--- src/rtl/updown_mod_counter.sv ---
// Parametrised up/down modulo counter with load, wrap/saturate boundary modes,
// a terminal-count pulse and a sticky overflow flag.
module updown_mod_counter #(
  parameter int WIDTH   = 8,
  parameter int MAX_VAL = 2**WIDTH - 1,
  parameter int RST_VAL = 0
) (
  input  logic             clk,
  input  logic             rst,
  input  logic             en,
  input  logic             up_dn,
  input  logic             sat_mode,
  input  logic             load,
  input  logic [WIDTH-1:0] load_val,
  input  logic             clr_ovf,
  output logic [WIDTH-1:0] count,
  output logic             tc,
  output logic             ovf,
  output logic             at_max,
  output logic             at_min
);

  localparam logic [WIDTH-1:0] MAX_C = WIDTH'(MAX_VAL);
  localparam logic [WIDTH-1:0] RST_C = WIDTH'(RST_VAL);
  localparam logic [WIDTH-1:0] ONE   = WIDTH'(1);

  logic [WIDTH-1:0] load_clamped;
  logic [WIDTH-1:0] count_nxt;
  logic             boundary;
  logic             ovf_nxt;

  // A full-range modulus can never see an out-of-range load value.
  generate
    if (MAX_VAL == 2**WIDTH - 1) begin : g_no_clamp
      assign load_clamped = load_val;
    end else begin : g_clamp
      assign load_clamped = (load_val > MAX_C) ? MAX_C : load_val;
    end
  endgenerate

  assign at_max = (count == MAX_C);
  assign at_min = (count == '0);

  always_comb begin
    count_nxt = count;
    boundary  = 1'b0;
    if (load) begin
      count_nxt = load_clamped;
    end else if (en) begin
      if (up_dn) begin
        if (at_max) begin
          boundary  = 1'b1;
          count_nxt = sat_mode ? count : '0;
        end else begin
          count_nxt = count + ONE;
        end
      end else begin
        if (at_min) begin
          boundary  = 1'b1;
          count_nxt = sat_mode ? count : MAX_C;
        end else begin
          count_nxt = count - ONE;
        end
      end
    end
  end

  // Set beats clear when a boundary event and clr_ovf coincide.
  assign ovf_nxt = boundary | (ovf & ~clr_ovf);

  always_ff @(posedge clk or negedge rst) begin
    if (!rst) begin
      count <= RST_C;
      tc    <= 1'b0;
      ovf   <= 1'b0;
    end else begin
      count <= count_nxt;
      tc    <= boundary;
      ovf   <= ovf_nxt;
    end
  end

endmodule

--- config.mk ---
export PLATFORM = sky130hd
export DESIGN_NAME = updown_mod_counter
export DESIGN_NICKNAME = d
export VERILOG_FILES = /design/src/rtl/updown_mod_counter.sv
export SDC_FILE = /design/constraint.sdc
export NUM_CORES = 1
export LEC_CHECK = 0
export BUFFER_PORTS_ARGS = -buffer_cell sky130_fd_sc_hd__buf_2
export CAP_MARGIN = 20
export CORE_ASPECT_RATIO = 1.1
export CORE_UTILIZATION = 55
export DETAILED_ROUTE_END_ITERATION = 7
export PLACE_DENSITY = 0.84
export SYNTH_ARGS = -nofsm -noshare
export SYNTH_HDL_FRONTEND = slang
export SYNTH_SLANG_ARGS = --single-unit
--- constraint.sdc ---
create_clock -name clk -period 3.7 [get_ports clk]
set_input_delay 0.185 -clock clk [delete_from_list [all_inputs] [get_ports clk]]
set_output_delay 0.185 -clock clk [all_outputs]
set_load 0.02 [all_outputs]
; ---- Yosys cells after proc, flatten, opt, wreduce, memory -nomap -nowiden
; Cells that the tools add are included.
; W data, S select, Z words.
[classes]
eq_ne = 3
add_sub_neg = 2
reduce_logical = 3
muxes = 12
n_bitwise = 3
[ops]
columns = cell, count
row1 = $mux W8, 7
row2 = $add A8 B1 Y8 const B, 1
row3 = $eq A8 B8 Y1 const B, 1
row4 = $logic_not A8 Y1, 1
row5 = $ne A4 B4 Y1 const B, 2
row6 = $sub A8 B1 Y8 const B, 1
row7 = $mux W1, 5
row8 = $reduce_and A3 Y1, 1
row9 = $reduce_bool A2 Y1, 1
row10 = $and A1 B1 Y1, 1
row11 = $not A1 Y1, 1
row12 = $or A1 B1 Y1, 1
[word_totals]
elab_cells = 26
ff_bits = 10
in_bits = 15

; ---- Logic depth before layout (Yosys ltp)
; Gate-level depths: netlist of the first run.
[logic_depth]
ltp_word = 6
ltp_mapped = 7

; ---- Least setup slack after synthesis of the first run
; No wires, ideal clock.
[synth_path]
path_type = reg-to-reg
start = reg count[0]
end = reg count[5]
t_arrival_ns = 1.888
synth_period_minus_slack_ns = 1.980
required_time_ns = 3.608
path_slack_ns = 1.720
stages_incl_launch_ff = 8
path_buffers = 0
path_cell_list = dfrtp_1 > inv_1 > ha_1 > nor4b_4 > nor3b_4 > o21ai_2 > and4_4 > o31ai_2
[synth_between]
elab_chain_len = 5
elab_cells_between_ends = 12
cone_classes = 2 x add/sub / 3 x eq/ne / 5 x mux / 2 x reduce/logical
[synth_rtl]
columns = element, line
row1 = from (decl), 16  ; output logic [WIDTH-1:0] count,
row2 = from (signal assigned), 77  ; count <= count_nxt;
row3 = $sub A8 B1 Y8 (tied with other cells), 62  ; count_nxt = count - ONE;
row4 = $mux W8 (on tied branches), "58, 51"
row5 = $mux W8, 50  ; if (up_dn) begin
row6 = $mux W8, 49  ; end else if (en) begin
row7 = $mux W8, 47  ; if (load) begin
; Several ways; a longest one is shown, not always the timed one. The select of a mux whose other input is x is not followed.
; A chain may end at the register's enable or synchronous reset.

; ---- Worst setup path in the final report of the first run
[layout_path]
start = reg count[0]
end = reg count[3]
; Same word-level chain as after synthesis.

==> results of run 1 <==
-- sequential cells by signal, indices dropped and copies added (netlist names) --
name and count:
tc 1, count 8, ovf 1
-- metrics by stage --
step	area, µm²	total power, mW	setup slack (ps)	utilization, %	hold slack (ps)
floorplan	945	0.226	1720	-	-111
global placement	1060	0.259	1710	66.7	54.4
detailed placement	1060	0.262	1650	66.7	57.5
CTS	1100	0.336	1610	68.7	121
global route	1100	0.355	1420	68.7	152
finish	1100	0.337	1600	68.7	122
-- routing by layer --
metal	GRT usage, %	wire length (µm)
met4	10.3	63
met2	48.1	1220
met3	7.54	174
met5	0	0
met1	34.9	1060
-- cell usage in the layout, fill, tap and decap left out, drive strengths merged, types with 2 or more instances in the layout --
cell    instances
nand2b          2
clkbuf          3
a21o            2
or3             3
a21oi           8
nor3            5
nor3b           2
nand2          12
o41ai           2
o21a            2
ha              3
buf            26
dfrtp          10
o211ai          2
o21ai           9
o31ai           4
nor2            4
nand3           4
a31oi           5
inv            13
o211a           2
-- worst max-delay path, delay by kind of cell (launching register included) --
family                   cells  cell delay (ps)
AND/OR/NAND/NOR              3              720
AO/OA/AOI/OAI                2              510
flip-flops                   1              420
adder cells (fa/ha/maj)      1              200
buffers and inverters        1              150
-- power breakdown --
group / leakage (nW) / switching, mW / internal, mW / total [mW]
sequential: 0.124 / 0.0251 / 0.119 / 0.144
combinational: 0.419 / 0.0707 / 0.0481 / 0.119
clock: 0.0138 / 0.0368 / 0.0376 / 0.0744
total: 0.556 / 0.133 / 0.204 / 0.337
-- area by class of cell --
class,instances,area (µm²)
multi-input cells,87,613
fillers,133,499
clock buffers,3,22.5
flip-flops and latches,10,250
inverters,13,48.8
repair buffers,27,140
well taps,17,21.3
-- worst paths after layout --
check / depth (start not counted) / startpoint / end / slack, ps
min: 3 / load_val[2] / count[2] / 120
max in group asynchronous: 2 / rst / count[6] / 3200
max reg2reg: 7 / count[0] / count[3] / 1600
min in group asynchronous: 2 / rst / count[2] / 300
min reg2reg: 1 / ovf / ovf / 490
max: 7 / count[0] / count[3] / 1600
-- cells by family (layout without fill, tap and decap cells) --
logic type,after synthesis,count (layout),share of synthesized area (%)
simple gates,39,39,26.9
fa+ha+maj,3,3,3.97
xor+xnor,1,1,0.927
buf+inv,19,43,8.61
flops,10,10,26.5
compound gates,44,44,33.1
-- repair_timing --
action                                 in CTS  in global routing
hold buffers                                1                  0
gates resized for setup                     0                  0
setup buffers                               0                  0
endpoints found under the hold margin      10                  0
==> tab_implementation.tex, run 1 <==
\begin{tabular}{lr}
\hline
Metric & Value \\
\hline
\multicolumn{2}{l}{\textbf{Synth}} \\
Count of flip-flops with a built-in enable after synthesis & 0 \\
Yosys top cell by area & sky130\_fd\_sc\_hd\_\_dfrtp\_1 \\
Synth top area cells & sky130\_fd\_sc\_hd\_\_dfrtp\_1 26\%, sky130\_fd\_sc\_hd\_\_inv\_1 5.2\%, sky130\_fd\_sc\_hd\_\_nand2\_1 4.8\% \\
Top post-synthesis cells by count & 13 x sky130\_fd\_sc\_hd\_\_inv\_1, 12 x sky130\_fd\_sc\_hd\_\_nand2\_1, 10 x sky130\_fd\_sc\_hd\_\_dfrtp\_1 \\
Ys Warns & 0 \\
Most frequently used flop master after synthesis & sky130\_fd\_sc\_hd\_\_dfrtp\_1 \\
Mapped Avg Cell Area & just over 8 µm² \\
Part of the Yosys area used for sequential elements & roughly a quarter \\
Netlist area before placement & 945 µm² \\
Synth Register Bits & 10 \\
Async S/R FF share, synth & between 90\% and 100\% \\
Number of nets in the synthesized netlist & about 130 \\
Synth top area share & a little over a quarter \\
Count of different cell masters after synthesis & 46 \\
Most frequently used cell type in the post-synthesis netlist & sky130\_fd\_sc\_hd\_\_inv\_1 \\
Synth Instances & approximately 120 \\
\multicolumn{2}{l}{\textbf{Clock network}} \\
Clk slew on worst S/H paths & around 60 ps \\
Clk Latency, worst-skew pair & $\sim$270 ps \\
Root buffer cell & sky130\_fd\_sc\_hd\_\_clkbuf\_4 \\
Clock net sink count & 10 \\
Clock buffers created by TritonCTS & 3 \\
Clock tree from TritonCTS & yes \\
CTS HTree Levels & 1 \\
Number of buffers on the longest clock path & 2 \\
\multicolumn{2}{l}{\textbf{Power and ir drop}} \\
Peak supply drop & a little over 0.2 mV \\
Pwr per Cell Area & 308 nW/µm² \\
Leak pwr & 0.556 nW \\
\multicolumn{2}{l}{\textbf{GRT}} \\
Aggregate global-route resource usage & around 28\% \\
First-pass GRT wire length & 4.13 mm \\
Pin count of the biggest net entering global routing & 15 \\
Initial antenna violation count & 0 \\
Final global-route overflow total & 0 \\
Number of global-route vias before repair & 910 \\
\multicolumn{2}{l}{\textbf{Detailed routing}} \\
Violation count after the first detailed-routing iteration & a little under 50 \\
DR DRC count & 0 \\
Routed vias & about 1,000 \\
Vias per cell & between 6 and 7 \\
Post-detailed-route count of antenna-violating nets & 0 \\
Wire per inst & approximately 16 µm \\
Total Routed Length & between 2 and 3 mm \\
Total iterations of the first detailed-routing run & 4 \\
\multicolumn{2}{l}{\textbf{STA}} \\
Setup-failing EPs final & 0 \\
Final Hold Violating Endpoints & 0 \\
Final-layout setup total negative slack & 0 ps \\
Actual slew at the worst max-slew pin & about 530 ps \\
Setup Skew & around 4.6 ps \\
Upper clock frequency limit & 0.476 GHz \\
Final period util & between 50\% and 60\% \\
Min Tclk post-route & 2100 ps \\
Number of max-slew violations in the final report & 0 \\
RSZ-0062 raised after global routing & false \\
Worst slew margin relative to its limit & between 60 and 70\% \\
\multicolumn{2}{l}{\textbf{Die}} \\
Area inside the core boundary & about 1600 µm² \\
Starting utilization of the core area & around three fifths \\
Number of top-level design ports & 27 \\
Chip width & approximately 42 µm \\
Number of cell rows & 15 \\
Total die area & between 1500 and 2000 µm² \\
Height of the die & $\sim$45 µm \\
\multicolumn{2}{l}{\textbf{Critical path}} \\
Max incr delay on CP & 420 ps \\
Capturing element type of the critical path & flop \\
Data required time of the worst path & slightly below 4000 ps \\
CP Data Arrival Time & 2270 ps \\
Cell type of the slowest stage on the worst timing path & sky130\_fd\_sc\_hd\_\_dfrtp\_1 \\
WS Path Type & reg -> reg \\
Kind of start point of the critical path & flop \\
CP Cell Sequence & inv\_1 -> ha\_1 -> nor4b\_4 -> nor3b\_4 -> o21a\_2 -> nor3\_1 -> o31ai\_1 \\
Highest net fanout along the worst path & 6 \\
\multicolumn{2}{l}{\textbf{Finish}} \\
Share of layout cells above drive strength 1 & $\sim$28\% \\
Cell Count, Final, Fillers Out & between 150 and 200 \\
Post-layout nets & between 150 and 200 \\
Layout overhead on the synthesized area & 16.0\% \\
\# diodes & 0 \\
\multicolumn{2}{l}{\textbf{Place}} \\
Detailed Place HPWL & 1.89 mm \\
Cell total after placement & roughly 150 \\
Count of input and output buffers & 26 \\
Last weighted congestion value of the routability-driven placer & around 0.90 \\
\multicolumn{2}{l}{\textbf{Job}} \\
Count of max-cap constraint violations & 0 \\
\multicolumn{2}{l}{\textbf{Status}} \\
Result of the run & complete, no violations \\
\multicolumn{2}{l}{\textbf{Worst hold path}} \\
Class of the tightest hold or removal check & in -> reg \\
\hline
\end{tabular}
Note: power is estimated with default switching activity, not from simulation.
==> run 2, diff against run 1 <==
CORE_UTILIZATION = 46   (was 55)
PLACE_DENSITY = 0.75   (was 0.84)
clock period = 1.9 ns   (was 3.7 ns; I/O delays follow)
==> run 2 against run 1 <==
Routed wire length rose by 12%. Sequential power grew 87%. Non-clock buffer count is 15 higher. Final cell count rose by 17%. Global-route usage decreased by 1.6 points. Clock power grew to 2.9 times the previous value. Clock-buffer cell count is 1 higher. Worst hold slack worse by 110 ps. Total power up 140%. Maximum frequency up 15%. Largest power group is now combinational logic.
==> tab_implementation.tex, run 2 (synthesized netlist as in run 1, its figures left out) <==
\begin{tabular}{lr}
\hline
Metric & Value \\
\hline
\multicolumn{2}{l}{\textbf{Detailed routing}} \\
Routed vias & 1,107 (was 995) \\
Total Routed Length & 2.83 mm (was 2.52 mm) \\
Violation count after the first detailed-routing iteration & 33 (was 49) \\
Total iterations of the first detailed-routing run & 4 (unchanged) \\
Vias per cell & 6.02 (was 6.34) \\
Post-detailed-route count of antenna-violating nets & 0 (unchanged) \\
DR DRC count & 0 (unchanged) \\
Wire per inst & 15.4 µm (was 16.0 µm) \\
\multicolumn{2}{l}{\textbf{GRT}} \\
Final global-route overflow total & 0 (unchanged) \\
Met1 capacity usage during global routing & 35.8\% (was 34.9\%) \\
Pin count of the biggest net entering global routing & 15 (unchanged) \\
Number of global-route vias before repair & 951 (was 910) \\
Global-route met3 utilization & 6.23\% (was 7.54\%) \\
First-pass GRT wire length & 4.31 mm (was 4.13 mm) \\
GR met2 Demand/Resource & 37.9\% (was 48.1\%) \\
Initial antenna violation count & 0 (unchanged) \\
Layer carrying the most global-route usage & met2 (unchanged) \\
Aggregate global-route resource usage & 26.7\% (was 28.3\%) \\
\multicolumn{2}{l}{\textbf{STA}} \\
Setup-failing EPs final & 0 (unchanged) \\
Final Hold Violating Endpoints & 0 (unchanged) \\
Setup Skew & 6.00 ps (was 4.56 ps) \\
Upper clock frequency limit & 0.548 GHz (was 0.476 GHz) \\
Worst slew margin relative to its limit & 73.3\% (was 64.4\%) \\
Final-layout setup total negative slack & 0 ps (unchanged) \\
Worst-case hold slack & 17.0 ps (was 122 ps) \\
Actual slew at the worst max-slew pin & 399 ps (was 532 ps) \\
Number of max-slew violations in the final report & 0 (unchanged) \\
Slack of the critical path & 73.8 ps (was 1600 ps) \\
Final period util & 96.1\% (was 56.8\%) \\
Min Tclk post-route & 1830 ps (was 2100 ps) \\
\multicolumn{2}{l}{\textbf{Power and ir drop}} \\
Tot Pwr & 0.794 mW (was 0.337 mW) \\
Peak supply drop & 0.575 mV (was 0.206 mV) \\
Leak pwr & 0.635 nW (was 0.556 nW) \\
Pwr per Cell Area & 607 nW/µm² (was 308 nW/µm²) \\
\multicolumn{2}{l}{\textbf{Die}} \\
Number of cell rows & 16 (was 15) \\
Starting utilization of the core area & 50.7\% (was 59.2\%) \\
Chip width & 45.2 µm (was 41.5 µm) \\
Area inside the core boundary & 1860 µm² (was 1600 µm²) \\
Height of the die & 49.5 µm (was 45.5 µm) \\
Number of top-level design ports & 27 (unchanged) \\
Total die area & 2240 µm² (was 1890 µm²) \\
\multicolumn{2}{l}{\textbf{Clock network}} \\
Clock tree from TritonCTS & yes (unchanged) \\
Clock net sink count & 10 (unchanged) \\
Root buffer cell & sky130\_fd\_sc\_hd\_\_clkbuf\_4 (unchanged) \\
Clk Latency, worst-skew pair & 290 ps (was 270 ps) \\
Clk slew on worst S/H paths & 80 ps (was 60 ps) \\
CTS HTree Levels & 1 (unchanged) \\
Clock buffers created by TritonCTS & 3 (unchanged) \\
Number of buffers on the longest clock path & 2 (unchanged) \\
\multicolumn{2}{l}{\textbf{Critical path}} \\
Family of cells with the greatest summed delay on the critical path & simple AND/OR/NAND/NOR gates (unchanged) \\
Kind of start point of the critical path & flop (unchanged) \\
Capturing element type of the critical path & flop (unchanged) \\
Highest net fanout along the worst path & 10 (was 6) \\
WS Path Type & reg -> reg (unchanged) \\
CP Cell Sequence & or3\_4 -> nor3b\_4 -> o21a\_4 -> nor3\_2 -> o31ai\_1 (was inv\_1 -> ha\_1 -> nor4b\_4 -> nor3b\_4 -> o21a\_2 -> nor3\_1 -> o31ai\_1) \\
Data required time of the worst path & 2090 ps (was 3870 ps) \\
Max incr delay on CP & 490 ps (was 420 ps) \\
Cell type of the slowest stage on the worst timing path & sky130\_fd\_sc\_hd\_\_dfrtp\_2 (was sky130\_fd\_sc\_hd\_\_dfrtp\_1) \\
CP Data Arrival Time & 2020 ps (was 2270 ps) \\
Critical path buffer and inverter count & 0 (was 1) \\
\multicolumn{2}{l}{\textbf{Finish}} \\
Top reg by flops & count (unchanged) \\
Top library cells by usage in the layout, fill and taps aside & 26 x sky130\_fd\_sc\_hd\_\_buf\_2, 15 x sky130\_fd\_sc\_hd\_\_buf\_4, 12 x sky130\_fd\_sc\_hd\_\_nand2\_1 (was 26 x sky130\_fd\_sc\_hd\_\_buf\_2, 13 x sky130\_fd\_sc\_hd\_\_inv\_1, 12 x sky130\_fd\_sc\_hd\_\_nand2\_1) \\
Share of the core filled with cells & 70.2\% (was 68.7\%) \\
Share of layout cells above drive strength 1 & 43.9\% (was 27.9\%) \\
Cell Count, Final, Fillers Out & 184 (was 157) \\
Post-layout nets & 176 (was 160) \\
Number of filler cells placed in the layout & 142 (was 133) \\
Layout overhead on the synthesized area & 38.4\% (was 16.0\%) \\
\# diodes & 0 (unchanged) \\
Largest register FFs & 8 (unchanged) \\
Top flop regs & count: 8 flops, ovf: 1 flops, tc: 1 flops (unchanged) \\
Leading cell type in the layout, fill and taps excluded & sky130\_fd\_sc\_hd\_\_buf\_2 (unchanged) \\
Cell area after layout & 1310 µm² (was 1100 µm²) \\
\multicolumn{2}{l}{\textbf{Place}} \\
Last weighted congestion value of the routability-driven placer & 0.856 (was 0.898) \\
Post-detailed-placement cell area & 1160 µm² (was 1060 µm²) \\
Count of input and output buffers & 26 (unchanged) \\
Cell total after placement & 174 (was 153) \\
Worst slack at placement & 17.5 ps (was 1650 ps) \\
Detailed Place HPWL & 1.94 mm (was 1.89 mm) \\
\multicolumn{2}{l}{\textbf{Status}} \\
Result of the run & complete, no violations (unchanged) \\
\multicolumn{2}{l}{\textbf{Worst hold path}} \\
Class of the tightest hold or removal check & in -> reg (unchanged) \\
\multicolumn{2}{l}{\textbf{Job}} \\
Count of max-cap constraint violations & 0 (unchanged) \\
\hline
\end{tabular}
-- run 2: cell count changes in the layout (fill, tap and decap cells not counted), moves of 2 or more --
cell                      change
sky130_fd_sc_hd__ha_1         -2
sky130_fd_sc_hd__buf_4       +15
sky130_fd_sc_hd__inv_2        +2
sky130_fd_sc_hd__inv_1        -2
sky130_fd_sc_hd__dfrtp_1      -6
sky130_fd_sc_hd__dfrtp_2      +6
sky130_fd_sc_hd__ha_4         +2
-- run 2: report_power, final --
group | switching, mW | internal (mW) | leakage, nW
logic | 0.171 | 0.137 | 0.497
registers | 0.0345 | 0.234 | 0.117
clock network | 0.0991 | 0.117 | 0.0210
-- run 2: area by class of cell --
| cell class | instances | area, µm² | share of cell area (%) |
|---|---|---|---|
| Sequential cell | 10 | 258 | 19.7 |
| Inverter | 13 | 48.8 | 3.73 |
| Clock buffer | 4 | 36.3 | 2.78 |
| Multi-Input combinational cell | 88 | 678 | 51.9 |
| Tap cell | 27 | 33.8 | 2.58 |
| Timing Repair Buffer | 42 | 253 | 19.3 |
-- run 2: per-layer routing --
layer,vias up,wire [µm]
met2,69,1320
met1,509,1140
met5,-,0
li1,516,-
met4,0,110
met3,13,256
-- run 2: repair_timing --
item	in CTS	in global routing
setup endpoints to repair	0	8
setup buffers	0	4
hold buffers	1	0
gates resized for setup	0	14
hold endpoints to repair	10	0
-- run 2: worst paths after layout --
check / from / endpoint / slack (ps) / cells after the start
worst max-delay path: count[3] / count[3] / 70 / 5
worst min-delay path: load_val[5] / count[5] / 20 / 3
worst max register to register: count[3] / count[3] / 70 / 5
worst min register to register: ovf / ovf / 480 / 1
max in group asynchronous: rst / count[4] / 1470 / 2
min in group asynchronous: rst / count[3] / 200 / 2
-- run 2: worst min-delay path: cells and delay by family --
kind	cells	cell delay, ps
AND/OR/NAND/NOR	1	50
buffers and inverters	1	80
AO/OA/AOI/OAI	1	50
==> run 3, diff against run 2 <==
--- a/config.mk
+++ b/config.mk
@@ -13,2 +13,3 @@
 export PLACE_DENSITY = 0.75
+export SLEW_MARGIN = 20
 export SYNTH_ARGS = -nofsm -noshare
==> constraint.sdc (replaced) <==
create_clock -name clk -period 1.9 [get_ports clk]
set_input_delay 0.38 -clock clk [delete_from_list [all_inputs] [get_ports clk]]
set_output_delay 0.38 -clock clk [all_outputs]
set_load 0.02 [all_outputs]
==> run 3 against run 2 <==
Clock-buffer cell count unchanged. Global-route usage up 1.2 points. Combinational power up 13%. Die area unchanged. Clock power up 2%. Sequential power down 1%. Sequential share of layout area down 0.71 points. Non-clock buffer count up 6. Worst hold slack better by 280 ps. Clock skew up 4.8 ps. Final cell count up 2.7%. Critical path depth down 1. Critical endpoint is now at_max. Largest cell class unchanged.
==> tab_implementation.tex, run 3 (synthesized netlist as in run 1, its figures left out) <==
\begin{tabular}{lr}
\hline
Metric & Value \\
\hline
\multicolumn{2}{l}{\textbf{Worst hold path}} \\
Number of cells traversed by the worst hold path & 3 (unchanged) \\
Hold path startpoint & load\_val[3] (was load\_val[5]) \\
Worst Hold Path EP & count[3] (was count[5]) \\
Class of the tightest hold or removal check & in -> reg (unchanged) \\
\multicolumn{2}{l}{\textbf{Place}} \\
Last weighted congestion value of the routability-driven placer & 0.856 (unchanged) \\
Detailed Place HPWL & 1.94 mm (unchanged) \\
Cell total after placement & 174 (unchanged) \\
Count of input and output buffers & 26 (unchanged) \\
\multicolumn{2}{l}{\textbf{Finish}} \\
Largest register FFs & 8 (unchanged) \\
Cell Count, Final, Fillers Out & 189 (was 184) \\
Top flop regs & count: 8 flops, ovf: 1 flops, tc: 1 flops (unchanged) \\
Post-layout nets & 181 (was 176) \\
Layout overhead on the synthesized area & 43.6\% (was 38.4\%) \\
\# diodes & 0 (unchanged) \\
Top library cells by usage in the layout, fill and taps aside & 25 x sky130\_fd\_sc\_hd\_\_buf\_2, 20 x sky130\_fd\_sc\_hd\_\_buf\_4, 11 x sky130\_fd\_sc\_hd\_\_nand2\_1 (was 26 x sky130\_fd\_sc\_hd\_\_buf\_2, 15 x sky130\_fd\_sc\_hd\_\_buf\_4, 12 x sky130\_fd\_sc\_hd\_\_nand2\_1) \\
Share of layout cells above drive strength 1 & 47.5\% (was 43.9\%) \\
Top reg by flops & count (unchanged) \\
Leading cell type in the layout, fill and taps excluded & sky130\_fd\_sc\_hd\_\_buf\_2 (unchanged) \\
\multicolumn{2}{l}{\textbf{Clock network}} \\
Clk slew on worst S/H paths & 90 ps (was 80 ps) \\
Clock tree from TritonCTS & yes (unchanged) \\
CTS HTree Levels & 1 (unchanged) \\
Clk Latency, worst-skew pair & 300 ps (was 290 ps) \\
Root buffer cell & sky130\_fd\_sc\_hd\_\_clkbuf\_4 (unchanged) \\
Clock net sink count & 10 (unchanged) \\
Clock buffers created by TritonCTS & 3 (unchanged) \\
Number of buffers on the longest clock path & 2 (unchanged) \\
\multicolumn{2}{l}{\textbf{Die}} \\
Chip width & 45.2 µm (unchanged) \\
Number of top-level design ports & 27 (unchanged) \\
Area inside the core boundary & 1860 µm² (unchanged) \\
Total die area & 2240 µm² (unchanged) \\
Number of cell rows & 16 (unchanged) \\
Starting utilization of the core area & 50.7\% (unchanged) \\
Height of the die & 49.5 µm (unchanged) \\
\multicolumn{2}{l}{\textbf{GRT}} \\
Pin count of the biggest net entering global routing & 15 (unchanged) \\
First-pass GRT wire length & 4.47 mm (was 4.31 mm) \\
Initial antenna violation count & 0 (unchanged) \\
Aggregate global-route resource usage & 27.9\% (was 26.7\%) \\
Number of global-route vias before repair & 969 (was 951) \\
Final global-route overflow total & 0 (unchanged) \\
\multicolumn{2}{l}{\textbf{STA}} \\
Worst slew margin relative to its limit & 75.1\% (was 73.3\%) \\
RSZ-0062 raised after global routing & true \\
Setup Skew & 10.8 ps (was 6.00 ps) \\
Setup-failing EPs final & 0 (unchanged) \\
Final-layout setup total negative slack & 0 ps (unchanged) \\
Actual slew at the worst max-slew pin & 369 ps (was 399 ps) \\
Number of max-slew violations in the final report & 0 (unchanged) \\
Upper clock frequency limit & 0.532 GHz (was 0.548 GHz) \\
Final period util & 98.9\% (was 96.1\%) \\
Final Hold Violating Endpoints & 0 (unchanged) \\
Min Tclk post-route & 1880 ps (was 1830 ps) \\
\multicolumn{2}{l}{\textbf{Critical path}} \\
Data required time of the worst path & 1520 ps (was 2090 ps) \\
Highest net fanout along the worst path & 6 (was 10) \\
Kind of start point of the critical path & flop (unchanged) \\
Launching point of the worst reg2reg path & count[0] (was count[3]) \\
WS Path Type & reg -> out (was reg -> reg) \\
CP Data Arrival Time & 1500 ps (was 2020 ps) \\
Reg2Reg Setup Slack & 40 ps (was 70 ps) \\
Terminus of the critical flop-to-flop path & count[5] (was count[3]) \\
Number of cells traversed by the worst register-to-register path & 7 (was 5) \\
Capturing element type of the critical path & output pin (was flop) \\
\multicolumn{2}{l}{\textbf{Detailed routing}} \\
Post-detailed-route count of antenna-violating nets & 0 (unchanged) \\
Vias per cell & 6.19 (was 6.02) \\
DR DRC count & 0 (unchanged) \\
Violation count after the first detailed-routing iteration & 70 (was 33) \\
Total iterations of the first detailed-routing run & 6 (was 4) \\
Routed vias & 1,169 (was 1,107) \\
Wire per inst & 17.8 µm (was 15.4 µm) \\
Total Routed Length & 3.36 mm (was 2.83 mm) \\
\multicolumn{2}{l}{\textbf{Power and ir drop}} \\
Pwr per Cell Area & 616 nW/µm² (was 607 nW/µm²) \\
Leak pwr & 0.662 nW (was 0.635 nW) \\
Tot Pwr & 0.835 mW (was 0.794 mW) \\
Peak supply drop & 0.616 mV (was 0.575 mV) \\
\multicolumn{2}{l}{\textbf{Job}} \\
Count of max-cap constraint violations & 0 (unchanged) \\
\multicolumn{2}{l}{\textbf{Status}} \\
Result of the run & complete, no violations (unchanged) \\
\hline
\end{tabular}
run 3: worst max-delay path by stage:
stage          startpoint       end  slack [ps]  cells past startpoint
2_1_floorplan    count[0]  count[5]           2                      7
3_3_place_gp     count[5]  count[3]          80                      6
3_5_place_dp     count[0]  count[0]          20                      7
4_1_cts          count[0]  count[0]           7                      7
5_1_grt          count[0]  count[5]         -70                      7
6_report         count[6]    at_max          20                      4
run 3: stage by stage:
step | setup slack, ps | hold slack (ps) | util [%] | cell area [µm²]
after detailed placement | 17.5 | 264 | 62.4 | 1160
after global routing | -66.2 | 309 | 72.8 | 1360
after floorplan | 1.80 | 84.4 | - | 947
after CTS | 6.88 | 299 | 66.9 | 1240
final | 20.1 | 300 | 72.8 | 1360
after global placement | 76.8 | 257 | 62.4 | 1160
run 3: where the power goes:
part           total (mW)  switching (mW)  internal, mW  leakage [nW]
sequential          0.265          0.0313         0.234         0.117
clock               0.221           0.104         0.117        0.0210
combinational       0.349           0.194         0.154         0.523
run 3: worst max-delay path: stages, from the launching register on:
cell                      delay (ps)
sky130_fd_sc_hd__dfrtp_2         460
sky130_fd_sc_hd__nand4_1         220
sky130_fd_sc_hd__buf_4           210
sky130_fd_sc_hd__nor3_2          130
sky130_fd_sc_hd__buf_2           180
run 3: cell type report:
type	count	area, µm²
multi-input cells	87	678
fillers	143	505
repair buffers	48	302
flip-flops and latches	10	258
inverters	13	48.8
clock buffers	4	36.3
well taps	27	33.8
run 3: repair_timing:
action	4_1_cts	5_1_grt
gates resized for setup	8	11
cloned	0	0
buffers inserted	2	8
endpoints found under the hold margin	10	0
hold buffers	1	0
endpoints found under the setup margin	2	9
pin swaps	1	8
run 3: routing by layer:
| metal | wire (µm) | share of wire [%] | GRT usage (%) | vias to the layer above |
|---|---|---|---|---|
| li1 | - | - | - | 522 |
| met1 | 1220 | 36 | 36.9 | 529 |
| met2 | 1670 | 50 | 40.1 | 97 |
| met3 | 322 | 9.6 | 5.86 | 21 |
| met4 | 148 | 4.4 | 17.7 | 0 |
| met5 | 0 | 0 | 0 | - |
